==> src/rtl/decode_execute_register_pkg.sv <==
// -----------------------------------------------------------------------------
// decode_execute_register_pkg
// Shared pipeline types for the decode -> execute boundary:
//   register_e       architectural integer register index (x0..x31)
//   dx_payload_t     every field held in the decode/execute pipeline register
//   DX_BUBBLE        the single "no instruction" value of that register
//   sat_inc16        saturating increment used by the load-use bubble counter
// No ports (package).
// -----------------------------------------------------------------------------
package decode_execute_register_pkg;

   localparam int unsigned DX_XLEN = 32;

   typedef enum logic [4:0] {
      X0  = 5'd0,  X1  = 5'd1,  X2  = 5'd2,  X3  = 5'd3,
      X4  = 5'd4,  X5  = 5'd5,  X6  = 5'd6,  X7  = 5'd7,
      X8  = 5'd8,  X9  = 5'd9,  X10 = 5'd10, X11 = 5'd11,
      X12 = 5'd12, X13 = 5'd13, X14 = 5'd14, X15 = 5'd15,
      X16 = 5'd16, X17 = 5'd17, X18 = 5'd18, X19 = 5'd19,
      X20 = 5'd20, X21 = 5'd21, X22 = 5'd22, X23 = 5'd23,
      X24 = 5'd24, X25 = 5'd25, X26 = 5'd26, X27 = 5'd27,
      X28 = 5'd28, X29 = 5'd29, X30 = 5'd30, X31 = 5'd31
   } register_e;

   typedef logic [DX_XLEN-1:0] dx_word_t;

   typedef struct packed {
      logic      valid;
      register_e rs1_address;
      register_e rs2_address;
      logic      rd_address_valid;
      register_e rd_address;
      logic      is_load;
      dx_word_t  rs1_data;
      dx_word_t  rs2_data;
      dx_word_t  immediate;
      dx_word_t  pc;
   } dx_payload_t;

   // One bubble encoding shared by reset, flush and load-use insertion.
   localparam dx_payload_t DX_BUBBLE = '{
      valid:            1'b0,
      rs1_address:      X0,
      rs2_address:      X0,
      rd_address_valid: 1'b0,
      rd_address:       X0,
      is_load:          1'b0,
      rs1_data:         {DX_XLEN{1'b0}},
      rs2_data:         {DX_XLEN{1'b0}},
      immediate:        {DX_XLEN{1'b0}},
      pc:               {DX_XLEN{1'b0}}
   };

   localparam logic [15:0] LOAD_USE_COUNT_MAX = 16'hFFFF;

   // Increment that sticks at all-ones instead of wrapping.
   function automatic logic [15:0] sat_inc16(input logic [15:0] value);
      logic [15:0] result;
      if (value == LOAD_USE_COUNT_MAX) begin
         result = value;
      end else begin
         result = value + 16'd1;
      end
      return result;
   endfunction

endpackage

==> src/rtl/decode_execute_register_if.sv <==
// -----------------------------------------------------------------------------
// decode_execute_register_if
// Bundles the decode-side inputs, execute-side controls and the registered
// decode/execute outputs of the pipeline register.
//   master : decode/execute environment (drives d_*, x_stall_i, flush_i)
//   slave  : the pipeline register (drives d_stall_o, dx_*, load_use_count_o)
// Parameter XLEN: data / PC / immediate width.
// -----------------------------------------------------------------------------
interface decode_execute_register_if
   import decode_execute_register_pkg::*;
#(
   parameter int unsigned XLEN = DX_XLEN
);

   // decode stage
   logic            d_valid_i;
   register_e       d_rs1_address_i;
   register_e       d_rs2_address_i;
   logic            d_rs1_used_i;
   logic            d_rs2_used_i;
   logic            d_rd_address_valid_i;
   register_e       d_rd_address_i;
   logic            d_is_load_i;
   logic [XLEN-1:0] d_rs1_data_i;
   logic [XLEN-1:0] d_rs2_data_i;
   logic [XLEN-1:0] d_immediate_i;
   logic [XLEN-1:0] d_pc_i;

   // execute stage control
   logic            x_stall_i;
   logic            flush_i;

   // back-pressure to decode/fetch
   logic            d_stall_o;

   // registered decode/execute copies
   logic            dx_valid_o;
   register_e       dx_rs1_address_o;
   register_e       dx_rs2_address_o;
   logic            dx_rd_address_valid_o;
   register_e       dx_rd_address_o;
   logic            dx_is_load_o;
   logic [XLEN-1:0] dx_rs1_data_o;
   logic [XLEN-1:0] dx_rs2_data_o;
   logic [XLEN-1:0] dx_immediate_o;
   logic [XLEN-1:0] dx_pc_o;
   logic [15:0]     load_use_count_o;

   modport master (
      output d_valid_i, d_rs1_address_i, d_rs2_address_i, d_rs1_used_i,
             d_rs2_used_i, d_rd_address_valid_i, d_rd_address_i, d_is_load_i,
             d_rs1_data_i, d_rs2_data_i, d_immediate_i, d_pc_i,
             x_stall_i, flush_i,
      input  d_stall_o, dx_valid_o, dx_rs1_address_o, dx_rs2_address_o,
             dx_rd_address_valid_o, dx_rd_address_o, dx_is_load_o,
             dx_rs1_data_o, dx_rs2_data_o, dx_immediate_o, dx_pc_o,
             load_use_count_o
   );

   modport slave (
      input  d_valid_i, d_rs1_address_i, d_rs2_address_i, d_rs1_used_i,
             d_rs2_used_i, d_rd_address_valid_i, d_rd_address_i, d_is_load_i,
             d_rs1_data_i, d_rs2_data_i, d_immediate_i, d_pc_i,
             x_stall_i, flush_i,
      output d_stall_o, dx_valid_o, dx_rs1_address_o, dx_rs2_address_o,
             dx_rd_address_valid_o, dx_rd_address_o, dx_is_load_o,
             dx_rs1_data_o, dx_rs2_data_o, dx_immediate_o, dx_pc_o,
             load_use_count_o
   );

endinterface

==> src/rtl/decode_execute_register_load_use_detector.sv <==
// -----------------------------------------------------------------------------
// load_use_detector
// Purely combinational load-use hazard check between the instruction held in
// the decode/execute register and the instruction currently in decode.
// Ports:
//   dx_valid, dx_is_load, dx_rd_address_valid, dx_rd_address : older stage
//   d_valid, d_rs1_used, d_rs1_address, d_rs2_used, d_rs2_address : decode
//   hazard : decode must wait one cycle for the load result
// -----------------------------------------------------------------------------
module load_use_detector
   import decode_execute_register_pkg::*;
(
   input  logic      dx_valid,
   input  logic      dx_is_load,
   input  logic      dx_rd_address_valid,
   input  register_e dx_rd_address,
   input  logic      d_valid,
   input  logic      d_rs1_used,
   input  register_e d_rs1_address,
   input  logic      d_rs2_used,
   input  register_e d_rs2_address,
   output logic      hazard
);

   logic producer_s;
   logic rs1_match_s;
   logic rs2_match_s;

   // A load writing x0 produces nothing observable, so it never blocks.
   always_comb begin
      producer_s  = dx_valid & dx_is_load & dx_rd_address_valid
                    & (dx_rd_address != X0);
      rs1_match_s = d_rs1_used & (d_rs1_address == dx_rd_address);
      rs2_match_s = d_rs2_used & (d_rs2_address == dx_rd_address);
      if (producer_s && d_valid) begin
         hazard = rs1_match_s | rs2_match_s;
      end else begin
         hazard = 1'b0;
      end
   end

endmodule

==> src/rtl/decode_execute_register.sv <==
// -----------------------------------------------------------------------------
// decode_execute_register
// Decode -> execute pipeline register with flush, execute back-pressure and
// load-use bubble insertion, plus a saturating count of load-use bubbles.
// Ports:
//   clk_i  : sole clock, rising edge
//   rst_ni : asynchronous active-low reset (register -> bubble, count -> 0)
//   bus    : decode_execute_register_if.slave carrying d_* inputs,
//            x_stall_i / flush_i, d_stall_o and all registered dx_* outputs
// Edge priority: flush > execute stall > load-use hazard > capture.
// -----------------------------------------------------------------------------
module decode_execute_register
   import decode_execute_register_pkg::*;
#(
   parameter int unsigned XLEN = DX_XLEN
) (
   input  logic                       clk_i,
   input  logic                       rst_ni,
   decode_execute_register_if.slave   bus
);

   dx_payload_t payload_r;
   dx_payload_t capture_s;
   dx_payload_t next_payload_s;
   logic [15:0] count_r;
   logic [15:0] next_count_s;
   logic        hazard_s;
   logic        stall_s;

   load_use_detector u_load_use_detector (
      .dx_valid            (payload_r.valid),
      .dx_is_load          (payload_r.is_load),
      .dx_rd_address_valid (payload_r.rd_address_valid),
      .dx_rd_address       (payload_r.rd_address),
      .d_valid             (bus.d_valid_i),
      .d_rs1_used          (bus.d_rs1_used_i),
      .d_rs1_address       (bus.d_rs1_address_i),
      .d_rs2_used          (bus.d_rs2_used_i),
      .d_rs2_address       (bus.d_rs2_address_i),
      .hazard              (hazard_s)
   );

   // Pack the decode fields; an invalid decode slot becomes a clean bubble.
   always_comb begin
      capture_s = DX_BUBBLE;
      if (bus.d_valid_i) begin
         capture_s.valid            = 1'b1;
         capture_s.rs1_address      = bus.d_rs1_address_i;
         capture_s.rs2_address      = bus.d_rs2_address_i;
         capture_s.rd_address_valid = bus.d_rd_address_valid_i;
         capture_s.rd_address       = bus.d_rd_address_i;
         capture_s.is_load          = bus.d_is_load_i;
         capture_s.rs1_data         = DX_XLEN'(bus.d_rs1_data_i);
         capture_s.rs2_data         = DX_XLEN'(bus.d_rs2_data_i);
         capture_s.immediate        = DX_XLEN'(bus.d_immediate_i);
         capture_s.pc               = DX_XLEN'(bus.d_pc_i);
      end else begin
         capture_s = DX_BUBBLE;
      end
   end

   // Prioritised next-state selection; also drives the decode stall.
   always_comb begin
      next_payload_s = payload_r;
      next_count_s   = count_r;
      stall_s        = 1'b0;
      if (bus.flush_i) begin
         // Redirect wins: the squashed decode slot need not be held.
         next_payload_s = DX_BUBBLE;
         stall_s        = 1'b0;
      end else if (bus.x_stall_i) begin
         next_payload_s = payload_r;
         stall_s        = 1'b1;
      end else if (hazard_s) begin
         // Decode keeps the consumer; one bubble lets the load reach MW.
         next_payload_s = DX_BUBBLE;
         next_count_s   = sat_inc16(count_r);
         stall_s        = 1'b1;
      end else begin
         next_payload_s = capture_s;
         stall_s        = 1'b0;
      end
   end

   // Pipeline register and bubble counter.
   always_ff @(posedge clk_i or negedge rst_ni) begin
      if (!rst_ni) begin
         payload_r <= DX_BUBBLE;
         count_r   <= 16'd0;
      end else begin
         payload_r <= next_payload_s;
         count_r   <= next_count_s;
      end
   end

   assign bus.d_stall_o             = stall_s;
   assign bus.dx_valid_o            = payload_r.valid;
   assign bus.dx_rs1_address_o      = payload_r.rs1_address;
   assign bus.dx_rs2_address_o      = payload_r.rs2_address;
   assign bus.dx_rd_address_valid_o = payload_r.rd_address_valid;
   assign bus.dx_rd_address_o       = payload_r.rd_address;
   assign bus.dx_is_load_o          = payload_r.is_load;
   assign bus.dx_rs1_data_o         = XLEN'(payload_r.rs1_data);
   assign bus.dx_rs2_data_o         = XLEN'(payload_r.rs2_data);
   assign bus.dx_immediate_o        = XLEN'(payload_r.immediate);
   assign bus.dx_pc_o               = XLEN'(payload_r.pc);
   assign bus.load_use_count_o      = count_r;

endmodule

==> src/flat_wrapper.sv <==
// flat-port wrapper written by rule: the top's interface ports become plain ports
module decode_execute_register_flat import decode_execute_register_pkg::*;
#(
   parameter int unsigned XLEN = DX_XLEN
)
  (clk_i, rst_ni, bus_d_valid_i, bus_d_rs1_address_i, bus_d_rs2_address_i, bus_d_rs1_used_i, bus_d_rs2_used_i, bus_d_rd_address_valid_i, bus_d_rd_address_i, bus_d_is_load_i, bus_d_rs1_data_i, bus_d_rs2_data_i, bus_d_immediate_i, bus_d_pc_i, bus_x_stall_i, bus_flush_i, bus_d_stall_o, bus_dx_valid_o, bus_dx_rs1_address_o, bus_dx_rs2_address_o, bus_dx_rd_address_valid_o, bus_dx_rd_address_o, bus_dx_is_load_o, bus_dx_rs1_data_o, bus_dx_rs2_data_o, bus_dx_immediate_o, bus_dx_pc_o, bus_load_use_count_o);
  decode_execute_register_if #(.XLEN(XLEN)) bus_i ();
  input  logic clk_i;
  input  logic rst_ni;
  input wire logic [$bits(bus_i.d_valid_i)-1:0] bus_d_valid_i;
  input wire logic [$bits(bus_i.d_rs1_address_i)-1:0] bus_d_rs1_address_i;
  input wire logic [$bits(bus_i.d_rs2_address_i)-1:0] bus_d_rs2_address_i;
  input wire logic [$bits(bus_i.d_rs1_used_i)-1:0] bus_d_rs1_used_i;
  input wire logic [$bits(bus_i.d_rs2_used_i)-1:0] bus_d_rs2_used_i;
  input wire logic [$bits(bus_i.d_rd_address_valid_i)-1:0] bus_d_rd_address_valid_i;
  input wire logic [$bits(bus_i.d_rd_address_i)-1:0] bus_d_rd_address_i;
  input wire logic [$bits(bus_i.d_is_load_i)-1:0] bus_d_is_load_i;
  input wire logic [$bits(bus_i.d_rs1_data_i)-1:0] bus_d_rs1_data_i;
  input wire logic [$bits(bus_i.d_rs2_data_i)-1:0] bus_d_rs2_data_i;
  input wire logic [$bits(bus_i.d_immediate_i)-1:0] bus_d_immediate_i;
  input wire logic [$bits(bus_i.d_pc_i)-1:0] bus_d_pc_i;
  input wire logic [$bits(bus_i.x_stall_i)-1:0] bus_x_stall_i;
  input wire logic [$bits(bus_i.flush_i)-1:0] bus_flush_i;
  output wire logic [$bits(bus_i.d_stall_o)-1:0] bus_d_stall_o;
  output wire logic [$bits(bus_i.dx_valid_o)-1:0] bus_dx_valid_o;
  output wire logic [$bits(bus_i.dx_rs1_address_o)-1:0] bus_dx_rs1_address_o;
  output wire logic [$bits(bus_i.dx_rs2_address_o)-1:0] bus_dx_rs2_address_o;
  output wire logic [$bits(bus_i.dx_rd_address_valid_o)-1:0] bus_dx_rd_address_valid_o;
  output wire logic [$bits(bus_i.dx_rd_address_o)-1:0] bus_dx_rd_address_o;
  output wire logic [$bits(bus_i.dx_is_load_o)-1:0] bus_dx_is_load_o;
  output wire logic [$bits(bus_i.dx_rs1_data_o)-1:0] bus_dx_rs1_data_o;
  output wire logic [$bits(bus_i.dx_rs2_data_o)-1:0] bus_dx_rs2_data_o;
  output wire logic [$bits(bus_i.dx_immediate_o)-1:0] bus_dx_immediate_o;
  output wire logic [$bits(bus_i.dx_pc_o)-1:0] bus_dx_pc_o;
  output wire logic [$bits(bus_i.load_use_count_o)-1:0] bus_load_use_count_o;
  assign bus_i.d_valid_i = bus_d_valid_i;
  assign bus_i.d_rs1_address_i = bus_d_rs1_address_i;
  assign bus_i.d_rs2_address_i = bus_d_rs2_address_i;
  assign bus_i.d_rs1_used_i = bus_d_rs1_used_i;
  assign bus_i.d_rs2_used_i = bus_d_rs2_used_i;
  assign bus_i.d_rd_address_valid_i = bus_d_rd_address_valid_i;
  assign bus_i.d_rd_address_i = bus_d_rd_address_i;
  assign bus_i.d_is_load_i = bus_d_is_load_i;
  assign bus_i.d_rs1_data_i = bus_d_rs1_data_i;
  assign bus_i.d_rs2_data_i = bus_d_rs2_data_i;
  assign bus_i.d_immediate_i = bus_d_immediate_i;
  assign bus_i.d_pc_i = bus_d_pc_i;
  assign bus_i.x_stall_i = bus_x_stall_i;
  assign bus_i.flush_i = bus_flush_i;
  assign bus_d_stall_o = bus_i.d_stall_o;
  assign bus_dx_valid_o = bus_i.dx_valid_o;
  assign bus_dx_rs1_address_o = bus_i.dx_rs1_address_o;
  assign bus_dx_rs2_address_o = bus_i.dx_rs2_address_o;
  assign bus_dx_rd_address_valid_o = bus_i.dx_rd_address_valid_o;
  assign bus_dx_rd_address_o = bus_i.dx_rd_address_o;
  assign bus_dx_is_load_o = bus_i.dx_is_load_o;
  assign bus_dx_rs1_data_o = bus_i.dx_rs1_data_o;
  assign bus_dx_rs2_data_o = bus_i.dx_rs2_data_o;
  assign bus_dx_immediate_o = bus_i.dx_immediate_o;
  assign bus_dx_pc_o = bus_i.dx_pc_o;
  assign bus_load_use_count_o = bus_i.load_use_count_o;
  decode_execute_register #(.XLEN(XLEN)) u_core (.clk_i(clk_i), .rst_ni(rst_ni), .bus(bus_i));
endmodule
==> config.mk <==
export PLATFORM = sky130hd
export DESIGN_NAME = decode_execute_register_flat
export DESIGN_NICKNAME = d
export VERILOG_FILES = /design/src/rtl/decode_execute_register_pkg.sv /design/src/rtl/decode_execute_register_if.sv /design/src/rtl/decode_execute_register_load_use_detector.sv /design/src/rtl/decode_execute_register.sv /design/src/flat_wrapper.sv
export SDC_FILE = /design/constraint.sdc
export NUM_CORES = 1
export LEC_CHECK = 0
export CAP_MARGIN = 20
export CORE_MARGIN = 2
export CORE_UTILIZATION = 35
export DETAILED_ROUTE_END_ITERATION = 10
export GPL_ROUTABILITY_DRIVEN = 0
export PLACE_DENSITY = 0.8
export REMOVE_ABC_BUFFERS = 1
export SYNTH_ARGS = -nofsm -noshare
export SYNTH_HDL_FRONTEND = slang
export SYNTH_SLANG_ARGS = --single-unit
export TNS_END_PERCENT = 20
==> constraint.sdc <==
create_clock -name clk_i -period 3.5 [get_ports clk_i]
set_input_delay 1.05 -clock clk_i [delete_from_list [all_inputs] [get_ports clk_i]]
set_output_delay 1.05 -clock clk_i [all_outputs]
set_load 0.02 [all_outputs]
# == Word-level counts from Yosys, hierarchy flattened ==
# Index checks and enable logic that the tools add are counted.
# W data, S select, Z words.
# classes
addsub,1
multipliers,0
n_div,0
magnitude_cmp,0
eq_ne,4
shifts,0
muxes,8
bitwise_logic,9
n_reduce_logical,3
# op_table
op,n
$mux W146,4
$add A16 B1 Y16 const B,1
$eq A16 B16 Y1 const B,1
$eq A5 B5 Y1,2
$and A1 B1 Y1,5
$reduce_bool A5 Y1,1
$mux W1,4
$reduce_and A4 Y1,1
$not A1 Y1,3
$ne A2 B1 Y1 const B,1
$logic_and A1 B1 Y1,1
$or A1 B1 Y1,1
# word_totals
regBits,162
latchBits,0
ram_bits,0
rom_bits,0
input_bits,152
out_inout_bits,163
elab_cells,36
n_memories,0

# == Longest topological paths before layout ==
# Gate-level depths: netlist of run 1.
# depth
ltp_word,8
depth_mapped,7
mapped_depth_nobuf,6

# == By module ==
# From an unflattened synthesis of run 1, not the netlist that was laid out.
# hier_totals
hier_cells,414
hier_area_um2,6045.8
# by_module_without_submodules
module,instances,cells_each,area_each_um2,seq_area_each_um2
decode_execute_register,1,396,5905.7,4053.9
load_use_detector,1,18,140.1,0.0

# == Least setup slack after synthesis of run 1 ==
# Ideal clock, no wire load.
# synth_path
path_type,input -> output
startpoint,input port bus_d_rs1_address_i[4]
endpoint,output port bus_d_stall_o
arrival_ns,2.426
required_ns,2.450
setup_slack_ns,0.024
stages,6
cell_sequence,xnor2_1 > nand4_1 > o22ai_2 > clkbuf_1 > nand3_1 > a21oi_1
# synth_between
elab_chain_cells,7
# synth_rtl
element,line_no,text
"start, declared",flat_wrapper.sv:11,input wire logic [$bits(bus_i.d_rs1_address_i)-1:0] bus_d_rs1_address_i;
$eq A5 B5 Y1,decode_execute_register_load_use_detector.sv:33,rs1_match_s = d_rs1_used & (d_rs1_address == dx_rd_address);
$and A1 B1 Y1,decode_execute_register_load_use_detector.sv:33,
$or A1 B1 Y1,decode_execute_register_load_use_detector.sv:36,hazard = rs1_match_s | rs2_match_s;
$mux W1,decode_execute_register_load_use_detector.sv:35,if (producer_s && d_valid) begin
$mux W1,decode_execute_register.sv:74,end else if (hazard_s) begin
$mux W1,decode_execute_register.sv:71,end else if (bus.x_stall_i) begin
$mux W1,decode_execute_register.sv:67,if (bus.flush_i) begin
"end, declared",flat_wrapper.sv:24,output wire logic [$bits(bus_i.d_stall_o)-1:0] bus_d_stall_o;
# Every way passes these cells.

# == Worst setup path in the final report of run 1 ==
# layout_path
startpoint,input port bus_d_rs2_address_i[0]
endpoint,output port bus_d_stall_o
# layout_between
elab_chain_cells,7
# layout_rtl
element,line_no,text
"start, declared",flat_wrapper.sv:12,input wire logic [$bits(bus_i.d_rs2_address_i)-1:0] bus_d_rs2_address_i;
$eq A5 B5 Y1,decode_execute_register_load_use_detector.sv:34,rs2_match_s = d_rs2_used & (d_rs2_address == dx_rd_address);
$and A1 B1 Y1,decode_execute_register_load_use_detector.sv:34,
$or A1 B1 Y1,decode_execute_register_load_use_detector.sv:36,
$mux W1,decode_execute_register_load_use_detector.sv:35,
$mux W1,decode_execute_register.sv:74,
$mux W1,decode_execute_register.sv:71,
$mux W1,decode_execute_register.sv:67,
# Every way passes these cells.

==> results of run 1 <==
-- what timing repair did --
action                     CTS  global route
pin swaps                    3             2
gates cloned                 0             0
gates resized for setup      6             4
buffers inserted             1             0
setup endpoints to repair    1             1
-- worst max-delay path: cells and delay by family --
family                 cells  cell delay (ns)
buffers and inverters      2             0.65
XOR/XNOR                   1             0.14
AO/OA/AOI/OAI              2             0.33
AND/OR/NAND/NOR            2             0.26
-- registers in the layout, summed over array words and instances, names as in the netlist --
register and flops:
u_core.bus.dx_rs2_address_o 5, u_core.bus.dx_rs1_data_o 32, u_core.bus.dx_pc_o 32, u_core.bus.dx_rd_address_valid_o 1
u_core.bus.dx_immediate_o 32, u_core.bus.dx_rs1_address_o 5, u_core.bus.dx_rd_address_o 5, u_core.bus.dx_rs2_data_o 32
u_core.bus.dx_valid_o 1, u_core.bus.load_use_count_o 16, u_core.bus.dx_is_load_o 1
-- cell usage after synthesis --
library cell and number:
a21o_2 1, o2111ai_2 1, dlymetal6s2s_1 1, ha_1 1, nor4_1 2, nor2_1 8, nand3_1 17, and3_1 2
nor3b_1 1, nand2_1 5, buf_6 5, nand2b_1 1, xnor2_1 22, nor3_1 6, mux2i_1 1, a22o_1 64
or4_1 1, buf_12 11, and2_1 1, a31oi_4 1, nand4_1 9, inv_2 1, inv_1 2, and4_1 3
clkbuf_1 16, dlygate4sd3_1 1, mux2_2 2, a21oi_1 2, or2_2 1, nand3b_1 1, dfrtp_1 162, a22o_2 81
o22ai_2 1
-- worst max path at each step --
stage	startpoint	slack (ns)	to
2_1_floorplan	bus_x_stall_i	-2.85	u_core.bus.dx_immediate_o[14]$_DFFE_PN0P_
3_3_place_gp	bus_d_rs1_address_i[4]	-0.46	bus_d_stall_o
3_5_place_dp	bus_d_rs1_address_i[4]	-0.48	bus_d_stall_o
4_1_cts	bus_d_rs1_address_i[4]	0.01	bus_d_stall_o
5_1_grt	bus_d_rs1_address_i[1]	-0.04	bus_d_stall_o
6_report	bus_d_rs2_address_i[0]	0.03	bus_d_stall_o
-- layout by cell type (no fill, tap or decap), drive strengths merged, types with 3 or more instances in the layout --
master	count
nor3	6
nand4	9
buf	26
dlymetal6s2s	3
clkdlybuf4s50	308
xnor2	22
inv	9
clkbuf	19
nor2	8
and4	3
clkinv	5
nand2	5
a22o	145
nand3	17
dfrtp	162
-- kinds of logic (layout without fill, tap and decap cells) --
group                      after synthesis  in the layout  share of synthesized area (%)
xor gates and xnor gates                22             22                           3.00
adders and majority gates                1              1                          0.195
muxes                                    3              3                          0.507
and+or+nand+nor                         58             58                           4.88
DFF                                    162            162                           63.2
AOI/OAI and AO/OA                      151            151                           22.4
buffers and inverters                   37            373                           5.77
-- final cells by class --
cell class,count,area (um2),share of cell area [%]
Sequential cell,162,4050,39.1
Timing Repair Buffer,338,3430,33.1
Multi-Input combinational cell,235,2000,19.3
Clock buffer,19,443,4.27
Tap cell,229,287,2.76
Clock inverter,13,141,1.36
Inverter,3,11.3,0.109
-- power by group through the flow --
stage,Sequential [mW],Clock [mW],Combinational (mW)
final,1.98,1.84,0.602
after global routing,1.98,1.97,0.638
after CTS,1.98,1.89,0.610
after detailed placement,2.01,0,0.608
after global placement,2.01,0,0.600
after floorplan,2.09,0,0.116
-- stage by stage --
stage | area [um2] | total power, mW
final | 10400 | 4.42
after global routing | 10400 | 4.59
after CTS | 10400 | 4.48
after detailed placement | 9770 | 2.62
after global placement | 9770 | 2.61
after floorplan | 6050 | 2.20
-- metal layers --
layer  GRT usage (%)  vias to the layer above  share of wire [%]
met5               0                        -                  0
met1            23.9                     2505                 42
met4            7.60                        0                2.4
li1                -                     2314                  -
met2            32.1                      195                 50
met3            5.02                       30                6.2
==> flow_summary.yaml, run 1 <==
outcome:
  status: "finished, final reports clean"
layout:
  area_growth_syn_to_layout_pct: 61.6
  final-instance-count-excl-fill: 999
  post_route_cells_drive_above_1_share_pct: 19.2
  finalCoreUtilization_pct: 57.7
  num-nets-final: 910
  nFillCells: 1493
  antenna_cells: 0
global_routing:
  grtUsageTotal_pct: 19.2
  antenna_violations_before_repair: 0
  grt_overflow_total: 0
  grt_pass1_wl_um: 29500
  first_global_vias: 5131
  pin_count_of_the_biggest_net_entering_global_routing: 85
sta:
  finalMaxSlewViolations: 0
  clock.fmax_ghz: 0.288
  report.final.setup_viol: 0
  postLayoutSetupSlackWorst_ns: 0.0303
  final_min_period_over_clock_period_pct: 99.1
  hold_viol: 0
  finClkSkew_ns: 0.0150
  holdWs_ns: 0.503
  slew_headroom_pct: 54.7
  setup-tns-final_ns: 0
  finalWorstPathRequiredPeriod_ns: 3.47
  worst_slew_pin_slew_ns: 0.678
cts:
  clk_pin_slew_ns: 0.07
  clock_latency_ns: 0.42
  cts_root_buf: "clkbuf_16"
  clock-sinks: 162
  cts_hold_buffers: 0
  cts_buffer_depth: 2
  cts_buffers: 17
  tritoncts_clock_tree: "built"
  htree_levels: 4
die:
  die_height_um: 139
  placeableCoreArea_um2: 18000
  die_area_um2: 19400
  placement_rows: 49
  die_w_um: 139
  floorplan.initialDensity_pct: 35.7
  boundaryPins: 315
power_and_ir_drop:
  clock_power_share_pct: 41.7
  pwr_density_cell_nw_per_um2: 426
  cellLeakagePower_nw: 4.55
  ir_worst_vdd_mv: 0.311
  switching_power_mw: 1.12
  power.share.sequential_pct: 44.7
  cell_internal_pwr_mw: 3.30
  power.switching_fraction_pct: 25.3
  share_comb_of_total_power_pct: 13.6
critical_path:
  rrSetupSlack_ns: 1.19
  r2r_startpoint: "u_core.bus.dx_rd_address_o[1]$_DFFE_PN0P_"
  critical_path.reg2reg.endpoint: "u_core.bus.dx_pc_o[24]$_DFFE_PN0P_"
  crit_path_top_delay_cell: "clkdlybuf4s50_1"
  crit_path_start_kind: "primary input"
  cp_data_required_time_ns: 2.45
  crit_arrival_ns: 2.42
  end_kind: "output pin"
  max_stage_delay_ns: 0.50
  crit_fanout: 2
  r2r_cells: 6
  worstSetupPathType: "in2out"
  timing.critical_path.cells: "clkdlybuf4s50_1, xnor2_1, nand4_1, o22ai_2, nand3_1, a21oi_2, buf_4"
hold_path:
  min_path_cells: 1
  min_to: "u_core.bus.dx_immediate_o[30]$_DFFE_PN0P_"
  hp-start: "u_core.bus.dx_immediate_o[30]$_DFFE_PN0P_"
  hold_removal_path_class: "reg2reg"
routing:
  vias: 5044
  wire_length_reported_by_the_detailed_router_um: 19000
  firstDrtPassIters: 4
  vias_per_cell: 5.05
  drc_errors: 0
  routedWlPerCell_um: 19.0
  detailedRoute.firstIterationViolations: 185
  final_antenna_net_count: 0
synthesis:
  yosysWarningCount: 0
  synth.yosys.seq_area_share_pct: 63.2
  synth_area_um2: 6410
  area_contributors_post_synth: "dfrtp_1 63%, a22o_2 13%, a22o_1 8.7%"
  postSynthRegisterBits: 162
  distinct_cell_type_count_after_synthesis: 33
  syn-instance-count: 434
  postSynthAreaPerCell_um2: 14.8
  synthDominantAreaCellType: "dfrtp_1"
  synth_top_cell_area_share_pct: 63.2
placement:
  cell_count_post_placement: 966
  detailedPlacementHpwl_um: 13800
  port_buffers: 314
  pre_cts_slack_ns: -0.485
run:
  max_capacitance_violation_count: 0
(Power assumes the default switching activity.)
==> run 2, diff against run 1 <==
--- a/config.mk
+++ b/config.mk
@@ -5,13 +5,15 @@
 export SDC_FILE = /design/constraint.sdc
 export NUM_CORES = 1
 export LEC_CHECK = 0
-export CAP_MARGIN = 20
+export CAP_MARGIN = 15
 export CORE_MARGIN = 2
 export CORE_UTILIZATION = 35
 export DETAILED_ROUTE_END_ITERATION = 10
 export GPL_ROUTABILITY_DRIVEN = 0
+export GPL_TIMING_DRIVEN = 0
 export PLACE_DENSITY = 0.8
 export REMOVE_ABC_BUFFERS = 1
+export SKIP_LAST_GASP = 1
 export SYNTH_ARGS = -nofsm -noshare
 export SYNTH_HDL_FRONTEND = slang
 export SYNTH_SLANG_ARGS = --single-unit
==> run 2 against run 1 <==
Net effect: sequential power is essentially flat; first-iteration DRC count rose by 16%; critical path depth stayed put; setup slack improved by 0.061 ns; sequential share of layout area about the same; utilization is 0.070 points lower; flip-flop and latch count unchanged; largest cell class unchanged; die area unchanged; cell count shrank 1.3%.
==> flow_summary.yaml, run 2 (synthesis results as in run 1) <==
global_routing:
  first_global_vias: 5177
  antenna_violations_before_repair: 1
  grt_overflow_total: 0
  grt_pass1_wl_um: 29300
  pin_count_of_the_biggest_net_entering_global_routing: 96
  grtUsageTotal_pct: 19.1
sta:
  final_min_period_over_clock_period_pct: 97.4
  worst_slew_pin_slew_ns: 1.05
  setup_repair_after_global_routing_missed_its_margin: "false"
  finalWorstPathRequiredPeriod_ns: 3.41
  postLayoutSetupSlackWorst_ns: 0.0909
  hold_viol: 0
  clock.fmax_ghz: 0.293
  finalMaxSlewViolations: 0
  slew_headroom_pct: 29.6
  report.final.setup_viol: 0
  finClkSkew_ns: 0.00967
  holdWs_ns: 0.503
layout:
  layout_common_cells: "303 x clkdlybuf4s50_1, 162 x dfrtp_1, 81 x a22o_2"
  num-nets-final: 896
  area_growth_syn_to_layout_pct: 61.4
  post_route_cells_drive_above_1_share_pct: 18.0
  final_common_cell: "clkdlybuf4s50_1"
placement:
  detailedPlacementHpwl_um: 13600
  pre_cts_slack_ns: -1.04
  port_buffers: 314
cts:
  clock_latency_ns: 0.41
  clock-sinks: 162
  clk_pin_slew_ns: 0.06
  cts_root_buf: "clkbuf_16"
  cts_buffers: 17
  htree_levels: 4
  tritoncts_clock_tree: "built"
  cts_buffer_depth: 2
  cts_hold_buffers: 0
die:
  die_height_um: 139
  placeableCoreArea_um2: 18000
  die_area_um2: 19400
  die_w_um: 139
  floorplan.initialDensity_pct: 35.7
  placement_rows: 49
  boundaryPins: 315
critical_path:
  worst_path_dominant_cell_family: "buffers and inverters"
  max_stage_delay_ns: 0.49
  timing.critical_path.cells: "clkdlybuf4s50_1, xnor2_1, nand4_1, o22ai_4, nand3_2, a21oi_2, buf_6"
  end_kind: "output pin"
  crit_arrival_ns: 2.36
  worst-path-buf-inv: 2
  crit_fanout: 2
  worstSetupPathType: "in2out"
  cp_data_required_time_ns: 2.45
  crit_path_top_delay_cell: "clkdlybuf4s50_1"
  crit_path_start_kind: "primary input"
  cp.depth: 7
  r2r_startpoint: "u_core.bus.dx_rd_address_o[1]$_DFFE_PN0P_"
  r2r_cells: 7
  critPathLaunch: "bus_d_rs2_address_i[2]"
power_and_ir_drop:
  pwr_density_cell_nw_per_um2: 427
  cellLeakagePower_nw: 4.55
  ir_worst_vdd_mv: 0.280
routing:
  vias: 5001
  final_antenna_net_count: 0
  detailedRoute.firstIterationViolations: 215
  vias_per_cell: 5.07
  firstDrtPassIters: 4
  drc_errors: 0
  wire_length_reported_by_the_detailed_router_um: 18800
  routedWlPerCell_um: 19.0
outcome:
  status: "finished, final reports clean"
hold_path:
  hold_removal_path_class: "reg2reg"
  min_path_cells: 1
  hp-start: "u_core.bus.dx_pc_o[16]$_DFFE_PN0P_"
run:
  max_capacitance_violation_count: 0
[run 2: per-stage QoR]
stage / cells / util [%] / total power [mW] / area (um2) / TNS, ns
2_1_floorplan: 400 / - / 2.20 / 6050 / -410.43
3_3_place_gp: 943 / 52.8 / 2.59 / 9480 / -1763.14
3_5_place_dp: 952 / 54.1 / 2.61 / 9710 / -37.15
4_1_cts: 985 / 57.5 / 4.48 / 10300 / 0
5_1_grt: 986 / 57.6 / 4.60 / 10400 / 0
6_report: 986 / 57.6 / 4.42 / 10400 / 0
[run 2: worst paths after layout]
path | endpoint | slack [ns]
setup reg to reg | u_core.bus.dx_pc_o[9]$_DFFE_PN0P_ | 0.47
setup / recovery | bus_d_stall_o | 0.09
hold / removal | u_core.bus.dx_pc_o[16]$_DFFE_PN0P_ | 0.50
max in group asynchronous | u_core.bus.load_use_count_o[8]$_DFFE_PN0P_ | 2.07
hold reg to reg | u_core.bus.dx_pc_o[16]$_DFFE_PN0P_ | 0.50
min in group asynchronous | u_core.bus.dx_rs1_data_o[1]$_DFFE_PN0P_ | 0.56
[run 2: cell type report]
cell class                 instances  area [um2]
tap                              229         287
clock inverter                    13         145
clock buffer                      19         443
inverter                           3        11.3
sequential                       162        4050
timing repair buffer             324        3390
multi-input combinational        235        2020
fill                            1473        7610
antenna                            1        2.50
[run 2: what timing repair did]
item,in CTS,in global routing
setup endpoints to repair,1,1
gates resized for setup,10,9
pin swaps,4,7
setup buffers,1,0
[run 2: report_power, final]
| part | leakage (nW) | switching (mW) | internal (mW) |
|---|---|---|---|
| Combinational | 2.05 | 0.260 | 0.337 |
| Clock | 0.282 | 0.821 | 1.03 |
| Sequential | 2.21 | 0.0411 | 1.94 |
| Total | 4.55 | 1.12 | 3.30 |
[run 2: routing by layer]
layer	vias to the layer above	part of all wire [%]	track usage, %
li1	2282	-	-
met1	2446	41	24.2
met2	231	48	30.3
met3	42	6.8	5.09
met4	0	3.5	9.46
met5	-	0	0
[run 2: worst register-to-register path: stages (launching register included)]
cell	delay, ns
dfrtp_1	0.48
or4_1	0.59
o2111ai_2	0.34
inv_2	0.11
a31oi_4	0.76
buf_12	0.30
buf_16	0.22
a22o_2	0.17
